## config.mk

```make
export PLATFORM = sky130hd
export DESIGN_NAME = ctrl_issue_stage
export DESIGN_NICKNAME = d
export VERILOG_FILES = /design/src/rtl/ctrl_pkg.sv /design/src/rtl/ctrl_decode.sv /design/src/rtl/ctrl_issue_stage.sv
export SDC_FILE = /design/constraint.sdc
export NUM_CORES = 1
export LEC_CHECK = 0
export CORE_MARGIN = 2
export CORE_UTILIZATION = 48
export CTS_BUF_LIST = sky130_fd_sc_hd__clkbuf_8
export CTS_CLUSTER_DIAMETER = 50
export DETAILED_ROUTE_END_ITERATION = 8
export PLACE_DENSITY_LB_ADDON = 0.2
export SYNTH_ARGS = -nofsm -noshare
export SYNTH_HDL_FRONTEND = slang
export SYNTH_SLANG_ARGS = --single-unit
export TNS_END_PERCENT = 20
```

## constraint.sdc

```tcl
create_clock -name clk -period 2 [get_ports clk]
set_input_delay 0.3 -clock clk [delete_from_list [all_inputs] [get_ports clk]]
set_output_delay 0.3 -clock clk [all_outputs]
set_load 0.01 [all_outputs]
```

## src/rtl/ctrl_pkg.sv

```systemverilog
// Shared definitions for the issue stage: opcode/funct constants, ALUOp[2:0] codes,
// PCSrc/RegDst/MemtoReg codes and the ID/EX control bundle type.
package ctrl_pkg;

  // Opcodes, instruction[31:26]
  localparam logic [5:0] OpRtype = 6'h00;
  localparam logic [5:0] OpJ     = 6'h02;
  localparam logic [5:0] OpJal   = 6'h03;
  localparam logic [5:0] OpBeq   = 6'h04;
  localparam logic [5:0] OpBne   = 6'h05;
  localparam logic [5:0] OpAddi  = 6'h08;
  localparam logic [5:0] OpAddiu = 6'h09;
  localparam logic [5:0] OpSlti  = 6'h0a;
  localparam logic [5:0] OpSltiu = 6'h0b;
  localparam logic [5:0] OpAndi  = 6'h0c;
  localparam logic [5:0] OpLui   = 6'h0f;
  localparam logic [5:0] OpMul   = 6'h1c;
  localparam logic [5:0] OpLw    = 6'h23;
  localparam logic [5:0] OpSw    = 6'h2b;

  // R-type functs, instruction[5:0]
  localparam logic [5:0] FnSll  = 6'h00;
  localparam logic [5:0] FnSrl  = 6'h02;
  localparam logic [5:0] FnSra  = 6'h03;
  localparam logic [5:0] FnJr   = 6'h08;
  localparam logic [5:0] FnJalr = 6'h09;
  localparam logic [5:0] FnAdd  = 6'h20;
  localparam logic [5:0] FnAddu = 6'h21;
  localparam logic [5:0] FnSub  = 6'h22;
  localparam logic [5:0] FnSubu = 6'h23;
  localparam logic [5:0] FnAnd  = 6'h24;
  localparam logic [5:0] FnOr   = 6'h25;
  localparam logic [5:0] FnXor  = 6'h26;
  localparam logic [5:0] FnNor  = 6'h27;
  localparam logic [5:0] FnSlt  = 6'h2a;
  localparam logic [5:0] FnSltu = 6'h2b;

  typedef enum logic [2:0] {
    AluAdd = 3'b000,
    AluSub = 3'b001,
    AluR   = 3'b010,
    AluAnd = 3'b100,
    AluSlt = 3'b101,
    AluMul = 3'b110
  } aluop_e;

  typedef enum logic [1:0] {
    PcNext = 2'b00,
    PcJump = 2'b01,
    PcReg  = 2'b10
  } pcsrc_e;

  typedef enum logic [1:0] {
    DstRt = 2'b00,
    DstRd = 2'b01,
    DstRa = 2'b10
  } regdst_e;

  typedef enum logic [1:0] {
    WbAlu = 2'b00,
    WbMem = 2'b01,
    WbPc  = 2'b10
  } memtoreg_e;

  typedef struct packed {
    pcsrc_e     pcsrc;
    logic       branch;
    logic       regwrite;
    regdst_e    regdst;
    logic       memread;
    logic       memwrite;
    memtoreg_e  memtoreg;
    logic       alusrc1;
    logic       alusrc2;
    logic       extop;
    logic       luop;
    logic [3:0] aluop;
  } ctrl_t;

endpackage

```

## src/rtl/ctrl_decode.sv

```systemverilog
// Combinational control decoder.
// Ports:
//   opcode  in  6  instruction[31:26]
//   funct   in  6  instruction[5:0]
//   ctrl    out    decoded control bundle (all zero when illegal)
//   illegal out 1  opcode/funct not decodable
// EN_EXT = 0 makes bne and jalr illegal.
module ctrl_decode
  import ctrl_pkg::*;
#(
  parameter int unsigned EN_EXT = 1
) (
  input  logic [5:0] opcode,
  input  logic [5:0] funct,
  output ctrl_t      ctrl,
  output logic       illegal
);

  aluop_e alu;

  always_comb begin
    ctrl    = '0;
    illegal = 1'b0;
    alu     = AluAdd;
    unique case (opcode)
      OpRtype: begin
        alu = AluR;
        unique case (funct)
          FnAdd, FnAddu, FnSub, FnSubu, FnAnd, FnOr, FnXor, FnNor, FnSlt, FnSltu: begin
            ctrl.regwrite = 1'b1;
            ctrl.regdst   = DstRd;
          end
          FnSll, FnSrl, FnSra: begin
            ctrl.regwrite = 1'b1;
            ctrl.regdst   = DstRd;
            ctrl.alusrc1  = 1'b1;
          end
          FnJr: ctrl.pcsrc = PcReg;
          FnJalr: begin
            if (EN_EXT != 0) begin
              ctrl.pcsrc    = PcReg;
              ctrl.regwrite = 1'b1;
              ctrl.regdst   = DstRd;
              ctrl.memtoreg = WbPc;
            end else begin
              illegal = 1'b1;
            end
          end
          default: illegal = 1'b1;
        endcase
      end
      OpLw: begin
        ctrl.regwrite = 1'b1;
        ctrl.memread  = 1'b1;
        ctrl.memtoreg = WbMem;
        ctrl.alusrc2  = 1'b1;
      end
      OpSw: begin
        ctrl.memwrite = 1'b1;
        ctrl.alusrc2  = 1'b1;
      end
      OpLui: begin
        ctrl.regwrite = 1'b1;
        ctrl.luop     = 1'b1;
        ctrl.alusrc2  = 1'b1;
      end
      OpAddi, OpAddiu, OpSlti, OpSltiu: begin
        ctrl.regwrite = 1'b1;
        ctrl.alusrc2  = 1'b1;
        ctrl.extop    = 1'b1;
        if (opcode == OpSlti || opcode == OpSltiu) alu = AluSlt;
      end
      OpAndi: begin
        ctrl.regwrite = 1'b1;
        ctrl.alusrc2  = 1'b1;
        alu           = AluAnd;
      end
      OpBeq: begin
        ctrl.branch = 1'b1;
        alu         = AluSub;
      end
      OpBne: begin
        if (EN_EXT != 0) begin
          ctrl.branch = 1'b1;
          alu         = AluSub;
        end else begin
          illegal = 1'b1;
        end
      end
      OpJ: ctrl.pcsrc = PcJump;
      OpJal: begin
        ctrl.pcsrc    = PcJump;
        ctrl.regwrite = 1'b1;
        ctrl.regdst   = DstRa;
        ctrl.memtoreg = WbPc;
      end
      OpMul: begin
        ctrl.regwrite = 1'b1;
        ctrl.regdst   = DstRd;
        alu           = AluMul;
      end
      default: illegal = 1'b1;
    endcase
    ctrl.aluop = {opcode[0], alu};
    // An illegal instruction still issues, but must not cause any side effect.
    if (illegal) ctrl = '0;
  end

endmodule

```

## src/rtl/ctrl_issue_stage.sv

```systemverilog
// ID/EX issue stage: decodes the IF/ID instruction, registers the control bundle
// and holds issue while a multi-cycle mul occupies the slot.
// Ports:
//   clk, reset (async, active-high)
//   in_valid, opcode[5:0], funct[5:0]  instruction offered by IF/ID
//   stall_in  hold ID/EX;  flush  kill ID/EX (wins over everything)
//   in_ready  instruction taken when in_valid && in_ready
//   ex_valid, ex_illegal, ex_* bundle  registered ID/EX contents
//   mul_busy  multiplier occupancy is blocking issue
module ctrl_issue_stage
  import ctrl_pkg::*;
#(
  parameter int unsigned MUL_LAT = 4,
  parameter int unsigned EN_EXT  = 1
) (
  input  logic       clk,
  input  logic       reset,
  input  logic       in_valid,
  input  logic [5:0] opcode,
  input  logic [5:0] funct,
  input  logic       stall_in,
  input  logic       flush,
  output logic       in_ready,
  output logic       ex_valid,
  output logic [1:0] ex_pcsrc,
  output logic       ex_branch,
  output logic       ex_regwrite,
  output logic [1:0] ex_regdst,
  output logic       ex_memread,
  output logic       ex_memwrite,
  output logic [1:0] ex_memtoreg,
  output logic       ex_alusrc1,
  output logic       ex_alusrc2,
  output logic       ex_extop,
  output logic       ex_luop,
  output logic [3:0] ex_aluop,
  output logic       ex_illegal,
  output logic       mul_busy
);

  localparam int unsigned CntW = (MUL_LAT > 1) ? $clog2(MUL_LAT) : 1;
  localparam logic [CntW-1:0] MulLoad = CntW'(MUL_LAT - 1);
  localparam bit MulMulti = (MUL_LAT > 1);

  ctrl_t           dec_ctrl;
  logic            dec_illegal;
  ctrl_t           ex_d, ex_q;
  logic            valid_d, valid_q;
  logic            illegal_d, illegal_q;
  logic [CntW-1:0] mul_cnt_d, mul_cnt_q;
  logic            accept;

  ctrl_decode #(
    .EN_EXT(EN_EXT)
  ) u_decode (
    .opcode (opcode),
    .funct  (funct),
    .ctrl   (dec_ctrl),
    .illegal(dec_illegal)
  );

  assign mul_busy = (mul_cnt_q != '0);
  assign in_ready = !stall_in && !mul_busy;
  assign accept   = in_valid && in_ready;

  always_comb begin
    ex_d      = ex_q;
    valid_d   = valid_q;
    illegal_d = illegal_q;
    if (flush || !stall_in) begin
      // Flush discards anything accepted this cycle; otherwise no accept means bubble.
      ex_d      = '0;
      valid_d   = 1'b0;
      illegal_d = 1'b0;
      if (!flush && accept) begin
        ex_d      = dec_ctrl;
        valid_d   = 1'b1;
        illegal_d = dec_illegal;
      end
    end
  end

  always_comb begin
    mul_cnt_d = mul_cnt_q;
    if (flush) begin
      mul_cnt_d = '0;
    end else if (MulMulti && accept && opcode == OpMul) begin
      mul_cnt_d = MulLoad;
    end else if (mul_busy) begin
      // Counts down even while stalled.
      mul_cnt_d = mul_cnt_q - CntW'(1);
    end
  end

  always_ff @(posedge clk or posedge reset) begin
    if (reset) begin
      ex_q      <= '0;
      valid_q   <= 1'b0;
      illegal_q <= 1'b0;
      mul_cnt_q <= '0;
    end else begin
      ex_q      <= ex_d;
      valid_q   <= valid_d;
      illegal_q <= illegal_d;
      mul_cnt_q <= mul_cnt_d;
    end
  end

  assign ex_valid    = valid_q;
  assign ex_illegal  = illegal_q;
  assign ex_pcsrc    = ex_q.pcsrc;
  assign ex_branch   = ex_q.branch;
  assign ex_regwrite = ex_q.regwrite;
  assign ex_regdst   = ex_q.regdst;
  assign ex_memread  = ex_q.memread;
  assign ex_memwrite = ex_q.memwrite;
  assign ex_memtoreg = ex_q.memtoreg;
  assign ex_alusrc1  = ex_q.alusrc1;
  assign ex_alusrc2  = ex_q.alusrc2;
  assign ex_extop    = ex_q.extop;
  assign ex_luop     = ex_q.luop;
  assign ex_aluop    = ex_q.aluop;

endmodule

```

# Yosys cells after proc, flatten, opt, wreduce, memory -nomap -nowiden
# Cells that the tools add are included.
# totals
word_cells	92
out_inout_bits	22
ff_bits	22
input_bits	17
# op_classes
n_reduce_logical	23
mux	26
eq_ne	27
add_sub_neg	1
# op_table
cell	count
$eq 6x6->1 const B	12
$eq 6x4->1 const B	8
$mux 18	2
$eq 6x2->1 const B	4
$pmux 3 s5	1
$reduce_or 15->1	1
$reduce_or 14->1	1
$reduce_or 13->1	1
$eq 6x3->1 const B	2
$logic_not 6->1	2
$pmux 2 s3	2
$mux 1	11
$mux 2	5
$reduce_or 9->1	1
$reduce_or 8->1	1
$eq 6x5->1 const B	1
$mux 3	2
$reduce_or 2->1	3
$logic_and 1x1->1	4
$pmux 1 s2	2
$pmux 2 s2	1
$reduce_or 4->1	1
$logic_not 1->1	3
$reduce_bool 3->1	1
other kinds (4)	5

# Depth between registers and ports, before layout
# Gate-level depths: netlist of the first run.
# depth
word_depth	7
depth_mapped	7
ltp_nobuf	7

# Modules after synthesis
# From an unflattened synthesis of the first run, not the netlist that was laid out.
# hier_totals
hier_cells	134
area_unflattened_um2	1285.0
# modules_own_cells
mod	cells_each	area_each_um2	seq_area_each_um2	n_inst
ctrl_issue_stage	62	843.3	550.5	1
ctrl_decode	72	441.7	0.0	1

# Worst setup path before layout of the first run
# OpenSTA, ideal clock, no wires.
# synth_timing
path_kind	input to register
start	input port opcode[5]
end	register ex_q (netlist bit ex_memtoreg[1])
required_ps	1871
path_slack_ps	358
path_stages	7
n_path_buf	2
setup_ps	129
t_arrival_ps	1513
path_cell_list	buf_2 > nor4_2 > nand2_1 > or2_4 > o221ai_4 > buf_6 > o31ai_1
# synth_via
elab_chain_cells	5
word_cells_on_any_way	19
classes_between	13 x eq/ne; 4 x mux; 2 x reduce/logical
# synth_rtl
element	line	source
start, declared	ctrl_issue_stage.sv:19	input logic [5:0] opcode,
$eq 6x5->1, or another cell as far along	ctrl_decode.sv:25	unique case (opcode)
$reduce_or 13->1 (no source line)	-	
$pmux 1 s2	ctrl_decode.sv:25	
$mux 18 *	ctrl_decode.sv:106	if (illegal) ctrl = '0;
$mux 18 *	ctrl_issue_stage.sv:75	if (!flush && accept) begin
end signal, assigned	ctrl_issue_stage.sv:97	ex_q <= '0;
end signal, assigned	ctrl_issue_stage.sv:102	ex_q <= ex_d;
end, declared	ctrl_issue_stage.sv:47	ctrl_t ex_d, ex_q;
# Every way passes the cells marked *; elsewhere a longest branch is shown, timed or not.
# A chain may end at the register's enable or synchronous reset.

# Final worst setup path of the first run
# layout_timing
start	input port opcode[3]
end	register ex_q (netlist bit ex_aluop[2])
# layout_via
elab_chain_cells	6
word_cells_on_any_way	23
classes_between	13 x eq/ne; 5 x mux; 5 x reduce/logical
# layout_rtl
element	line	source
$eq 6x4->1	ctrl_decode.sv:25, ctrl_decode.sv:71	
$logic_or 1x1->1	ctrl_decode.sv:71	if (opcode == OpSlti || opcode == OpSltiu) alu = AluSlt;
$mux 3	ctrl_decode.sv:71	
$pmux 3 s5	ctrl_decode.sv:25	
$mux 18 *	ctrl_decode.sv:106	
$mux 18 *	ctrl_issue_stage.sv:75	
# Marks and branches as above.

==> results.json, run 1 <==
{
  "outcome": "finished, final reports clean",
  "ioPinCount": 39,
  "hold_violations": 0,
  "synth_edf_count": 0,
  "multi_input_area_um2": 654.4,
  "worstSetupEndpointType": "flop",
  "nFillCells": 194,
  "post-route-min-period_ps": 1929,
  "core_mm2": 0.002477,
  "start_util": 0.5101,
  "synth.avg_cell_area_um2": 9.502,
  "areaGrowthSynthToFinish_pct": 51.49,
  "antenna_found_initial": 0,
  "crit_arrival_ps": 2090,
  "critPathRequiredTime_ps": 2160,
  "fin_crit_sh": 0.9644,
  "clkTransAtPathRegs_ps": 90,
  "final_cell_area_mm2": 0.001914,
  "htreeDepth": 1,
  "max_freq_mhz": 518.5,
  "synthCells": 133,
  "cts_sinks": 22,
  "clockRootBuffer": "clkbuf_8",
  "hp-class": "input port to async pin",
  "ys_seq_elements": 22,
  "slew_violations": 0,
  "synth_nets": 151,
  "fp.dieH_um": 55.31,
  "die_area_mm2": 0.003059,
  "wl_per_cell_um": 15.48,
  "dp_hpwl_um": 2650,
  "clk_path_buf_depth": 2,
  "routed-via-count": 1234,
  "path_max_fanout": 16,
  "nets": 213,
  "tns_ps": 0,
  "antenna_left": 0,
  "layout-drive-gt1-share": 0.2423,
  "synthArstFlopShare": 1.000,
  "final-setup-viol-count": 0,
  "instances_no_fill": 224,
  "ff_latch_area_um2": 550.5,
  "insertion_delay_ps": 270,
  "cts_tree": "built",
  "grt-ovfl-total": 0,
  "ys_top_cells_by_area": "dfrtp_1 44%, nand2_1 5.9%, nor2_1 3.9%",
  "synth_cell_types": 45,
  "gp_congestion": 0.8586,
  "drt-initial-drc-count": 42,
  "start_kind": "input port",
  "syn_area_mm2": 0.001264,
  "synth.largest_area_cell": "dfrtp_1",
  "post_cts.repair.setup_buffers": 0,
  "max_slew_margin": 0.6592,
  "leakage_nw": 0.8562,
  "placed_cell_area_mm2": 0.001851,
  "post-place-cells": 220,
  "grtUsageTotal": 0.2401,
  "grt_max_degree": 23,
  "ys.flop_type": "dfrtp_1",
  "ys_seq_area_frac": 0.4356,
  "ir_drop_v": 0.0005730,
  "grt_pass1_wl_um": 5913,
  "yosys.area.top_type_share": 0.4356,
  "rows": 18,
  "power_mw": 1.178,
  "drt_first_pass_iters": 6,
  "io_buffers": 38,
  "layout_common_cells": "37 x clkdlybuf4s50_1, 25 x buf_4, 22 x dfrtp_1",
  "synth_warnings": 0,
  "p_per_area_mw_per_mm2": 615.5,
  "worst_slew_pin_slew_ps": 510.2,
  "final_common_cell": "clkdlybuf4s50_1",
  "die_w_um": 55.31,
  "worstSetupPathType": "input port to flop",
  "numCtsBuffers": 3,
  "maxCapViolCount": 0,
  "grt_pass1_vias": 1308,
  "route.detailed.drc": 0,
  "finalClockSkew_ps": 2.676,
  "antenna_cells": 0,
  "grt_setup_unrepaired": "false",
  "viasPerCell": 5.509,
  "drt_wl_total_um": 3467
}
-- per-layer routing --
layer | vias to the layer above | wire length [um] | GRT usage
li1 | 600 | - | -
met1 | 592 | 1454 | 0.2868
met2 | 35 | 1822 | 0.4235
met3 | 7 | 137 | 0.04684
met4 | 0 | 52 | 0.09059
met5 | - | 0 | 0
-- cells by family after synthesis --
logic type                 count (synthesis)  share of synthesized area
AOI/OAI and AO/OA                         40                     0.2703
adders and majority gates                  1                   0.009899
buffers and inverters                     14                    0.05148
DFF                                       22                     0.4356
and+or+nand+nor                           56                     0.2327
-- state kept, by name (all words and copies together), names as in the netlist --
register and cells:
ex_extop 1, ex_memread 1, ex_regdst 2, ex_alusrc2 1, ex_memtoreg 2, ex_valid 1, mul_cnt_q 2, ex_alusrc1 1
ex_pcsrc 2, ex_luop 1, ex_regwrite 1, ex_illegal 1, ex_aluop 4, ex_branch 1, ex_memwrite 1
-- worst paths after layout --
check	from	to	slack, ps	cells past startpoint
max	opcode[3]	ex_aluop[2]$_DFFE_PP0P_	70	7
min	reset	ex_memwrite$_DFFE_PP0P_	360	3
max reg2reg	mul_cnt_q[0]$_DFFE_PP0P_	ex_extop$_DFFE_PP0P_	260	7
min reg2reg	ex_regwrite$_DFFE_PP0P_	ex_regwrite$_DFFE_PP0P_	480	2
max in group asynchronous	reset	ex_regdst[1]$_DFFE_PP0P_	1410	3
min in group clk	ex_regwrite$_DFFE_PP0P_	ex_regwrite$_DFFE_PP0P_	480	2
-- critical path, cell delays in order --
cell and delay (ps):
clkdlybuf4s50_1 530, nor4_2 400, nand2_1 130, or2_4 260, o221ai_4 180, buf_12 190
o31ai_1 80
-- final cells by class --
cell class              count  share of cell area
clock buffers               4             0.02876
inverters                   7             0.01373
multi-input cells          97              0.3418
flip-flops and latches     22              0.2876
well taps                  30             0.01961
repair buffers             64              0.3085
-- synthesized netlist by cell type (all sizes together), types with 2 or more instances --
library cell  number
a211oi             2
a21o               2
a21oi              5
a22o               2
a32oi              2
and3               2
buf                4
clkbuf             3
dfrtp             22
inv                7
nand2             20
nand2b             7
nor2              14
nor2b              2
nor3               3
o21a               2
o21ai              8
o31ai              8
o41ai              2
or2                2
-- per-stage QoR --
step / utilization / setup slack (ps) / hold WS [ps]
after detailed placement: 0.7470 / -192.8 / 469.0
final: 0.7727 / 71.29 / 359.3
after global placement: 0.7470 / -86.98 / 459.3
after floorplan: - / 357.8 / 289.2
after CTS: 0.7692 / 69.80 / 371.0
after global routing: 0.7727 / 5.431 / 389.9
-- timing repair --
item                                    in CTS  in global routing
endpoints found under the setup margin       0                  2
hold buffers                                 0                  0
resized for setup                            0                  2
-- where the power goes --
| group | switching (mW) | internal [mW] |
|---|---|---|
| clock | 0.157 | 0.176 |
| sequential | 0.0170 | 0.471 |
| combinational | 0.184 | 0.173 |
| total | 0.358 | 0.820 |
(Power assumes the default switching activity.)
==> inputs of run 2 (changes only) <==
==> constraint.sdc (replaced) <==
create_clock -name clk -period 2 [get_ports clk]
set_input_delay 0.4 -clock clk [delete_from_list [all_inputs] [get_ports clk]]
set_output_delay 0.4 -clock clk [all_outputs]
set_load 0.01 [all_outputs]
==> run 2 against run 1 <==
Effect of this change:
- final cell count up 0.45%
- power grew 7.5%
- sequential share of layout area shrank 1.0 points
- critical endpoint is now ex_extop$_DFFE_PP0P_
==> results.json, run 2 (synthesis results as in run 1) <==
{
  "outcome": "finished, final reports clean",
  "ioPinCount": 39,
  "ir_drop_v": 0.0005507,
  "numCtsBuffers": 3,
  "start_kind": "input port",
  "path_delay_family": "buffers and inverters",
  "start_util": 0.5101,
  "grt-ovfl-total": 0,
  "grtUsageTotal": 0.2457,
  "nets": 214,
  "layout-drive-gt1-share": 0.2564,
  "gp_congestion": 0.8699,
  "cp_slowest_cell": "clkdlybuf4s50_1",
  "switching_share": 0.2867,
  "cts_tree": "built",
  "r2r-start": "mul_cnt_q[1]$_DFFE_PP0P_",
  "clockPowerShare": 0.334,
  "switching_power_uw": 363.3,
  "cts-hold-fix-buffers": 0,
  "nFillCells": 172,
  "grt_pass1_vias": 1292,
  "critPathMaxStageDelay_ps": 440,
  "die_w_um": 55.31,
  "final_common_cell": "clkdlybuf4s50_1",
  "wl_per_cell_um": 15.54,
  "worstReg2RegEnd": "ex_extop$_DFFE_PP0P_",
  "insertion_delay_ps": 270,
  "core_mm2": 0.002477,
  "max_freq_mhz": 518.3,
  "clk_path_buf_depth": 2,
  "final_cell_area_mm2": 0.001986,
  "io_buffers": 38,
  "crit_buf_inv": 2,
  "clkTransAtPathRegs_ps": 90,
  "fin_crit_sh": 0.9647,
  "dp_hpwl_um": 2646,
  "max_slew_margin": 0.7900,
  "routed-via-count": 1250,
  "placed_cell_area_mm2": 0.001871,
  "cp_cell_sequence": "clkdlybuf4s50_1 > or3_4 > o311a_4 > nor2_4 > o221ai_4 > buf_12 > o41ai_4",
  "die_area_mm2": 0.003059,
  "hp-class": "input port to async pin",
  "p_per_area_mw_per_mm2": 638.2,
  "r2r_slack_ps": 310,
  "drt_wl_total_um": 3496,
  "route.detailed.drc": 0,
  "areaGrowthSynthToFinish_pct": 57.13,
  "fp.dieH_um": 55.31,
  "drt_first_pass_iters": 4,
  "maxCapViolCount": 0,
  "finalClockSkew_ps": 7.072,
  "viasPerCell": 5.556,
  "worst_slew_pin_slew_ps": 311.7,
  "crit_arrival_ps": 2100,
  "comb_power_share": 0.279,
  "leakage_nw": 0.9088,
  "final-setup-viol-count": 0,
  "internal_power_uw": 904.0,
  "clockRootBuffer": "clkbuf_8",
  "antenna_cells": 0,
  "hold_violations": 0,
  "antenna_left": 0,
  "rows": 18,
  "htreeDepth": 1,
  "worstSetupEndpointType": "flop",
  "grt_max_degree": 23,
  "cts_sinks": 22,
  "path_max_fanout": 16,
  "drt-initial-drc-count": 44,
  "grt_pass1_wl_um": 6037,
  "worstSetupPathType": "input port to flop",
  "r2r_cells": 7,
  "layout_common_cells": "33 x clkdlybuf4s50_1, 25 x buf_4, 22 x dfrtp_1",
  "antenna_found_initial": 0,
  "p_seq_frac": 0.387,
  "largest_reg_flops": 4,
  "critPathRequiredTime_ps": 2170,
  "post-route-min-period_ps": 1929,
  "power_mw": 1.267,
  "slew_violations": 0
}
## run 2: cell types whose count changed in the layout (fill, tap and decap cells not counted), sizes merged
cell           change
dlymetal6s2s       +2
clkbuf             -1
buf                +1
dlygate4sd2        +2
clkdlybuf4s50      -4
bufinv             +1
## run 2: power by group through the flow
| stage | Sequential (mW) | Combinational (mW) | Clock [mW] |
|---|---|---|---|
| final | 0.490 | 0.353 | 0.424 |
| after global routing | 0.495 | 0.396 | 0.454 |
| after CTS | 0.491 | 0.350 | 0.435 |
| after detailed placement | 0.500 | 0.366 | 0 |
| after global placement | 0.495 | 0.339 | 0 |
| after floorplan | 0.496 | 0.178 | 0 |
## run 2: per-stage QoR
step	std cells	hold slack [ps]	setup WS (ps)	util	setup TNS, ps
2_1_floorplan	133	389.2	257.8	-	0
3_3_place_gp	221	459.6	-188.0	0.7551	-2740
3_5_place_dp	221	471.5	-259.9	0.7551	-4120
4_1_cts	225	462.7	24.25	0.7828	0
5_1_grt	225	477.9	-13.28	0.8015	-13.28
6_report	225	455.3	70.60	0.8015	0
## run 2: layout make-up
class	count	area (um^2)	share of cell area
multi-input combinational	97	686.9	0.3459
timing repair buffer	65	613.1	0.3088
inverter	7	26.28	0.01323
tap	30	37.54	0.01890
sequential	22	550.5	0.2773
clock inverter	1	30.03	0.01512
clock buffer	3	41.29	0.02079
## run 2: worst max path at each step
stage               depth (start not counted)      start                         end
floorplan                                   7  opcode[5]  ex_memtoreg[1]$_DFFE_PP0P_
CTS                                         7  opcode[3]        ex_extop$_DFFE_PP0P_
global route                                7  opcode[0]    mul_cnt_q[1]$_DFFE_PP0P_
finish                                      7   funct[0]        ex_extop$_DFFE_PP0P_
global placement                            7  opcode[3]     ex_memwrite$_DFFE_PP0P_
detailed placement                          7  opcode[3]     ex_memwrite$_DFFE_PP0P_
## run 2: worst reg2reg max path, delay by kind of cell (launching register included)
family | cells | cell delay, ps
simple gates | 1 | 270
flops | 1 | 400
fa+ha+maj | 1 | 160
compound gates | 2 | 430
buf+inv | 3 | 330
## run 2: what timing repair did
item / CTS / global route
pin swaps: 0 / 1
setup endpoints to repair: 2 / 16
resized for setup: 2 / 8
buffers inserted: 0 / 0
## run 2: metal layers
layer	vias up	track usage	part of all wire
met5	-	0	0
met3	7	0.04450	0.053
met2	42	0.4252	0.52
met1	604	0.2992	0.41
met4	0	0.1010	0.017
li1	597	-	-
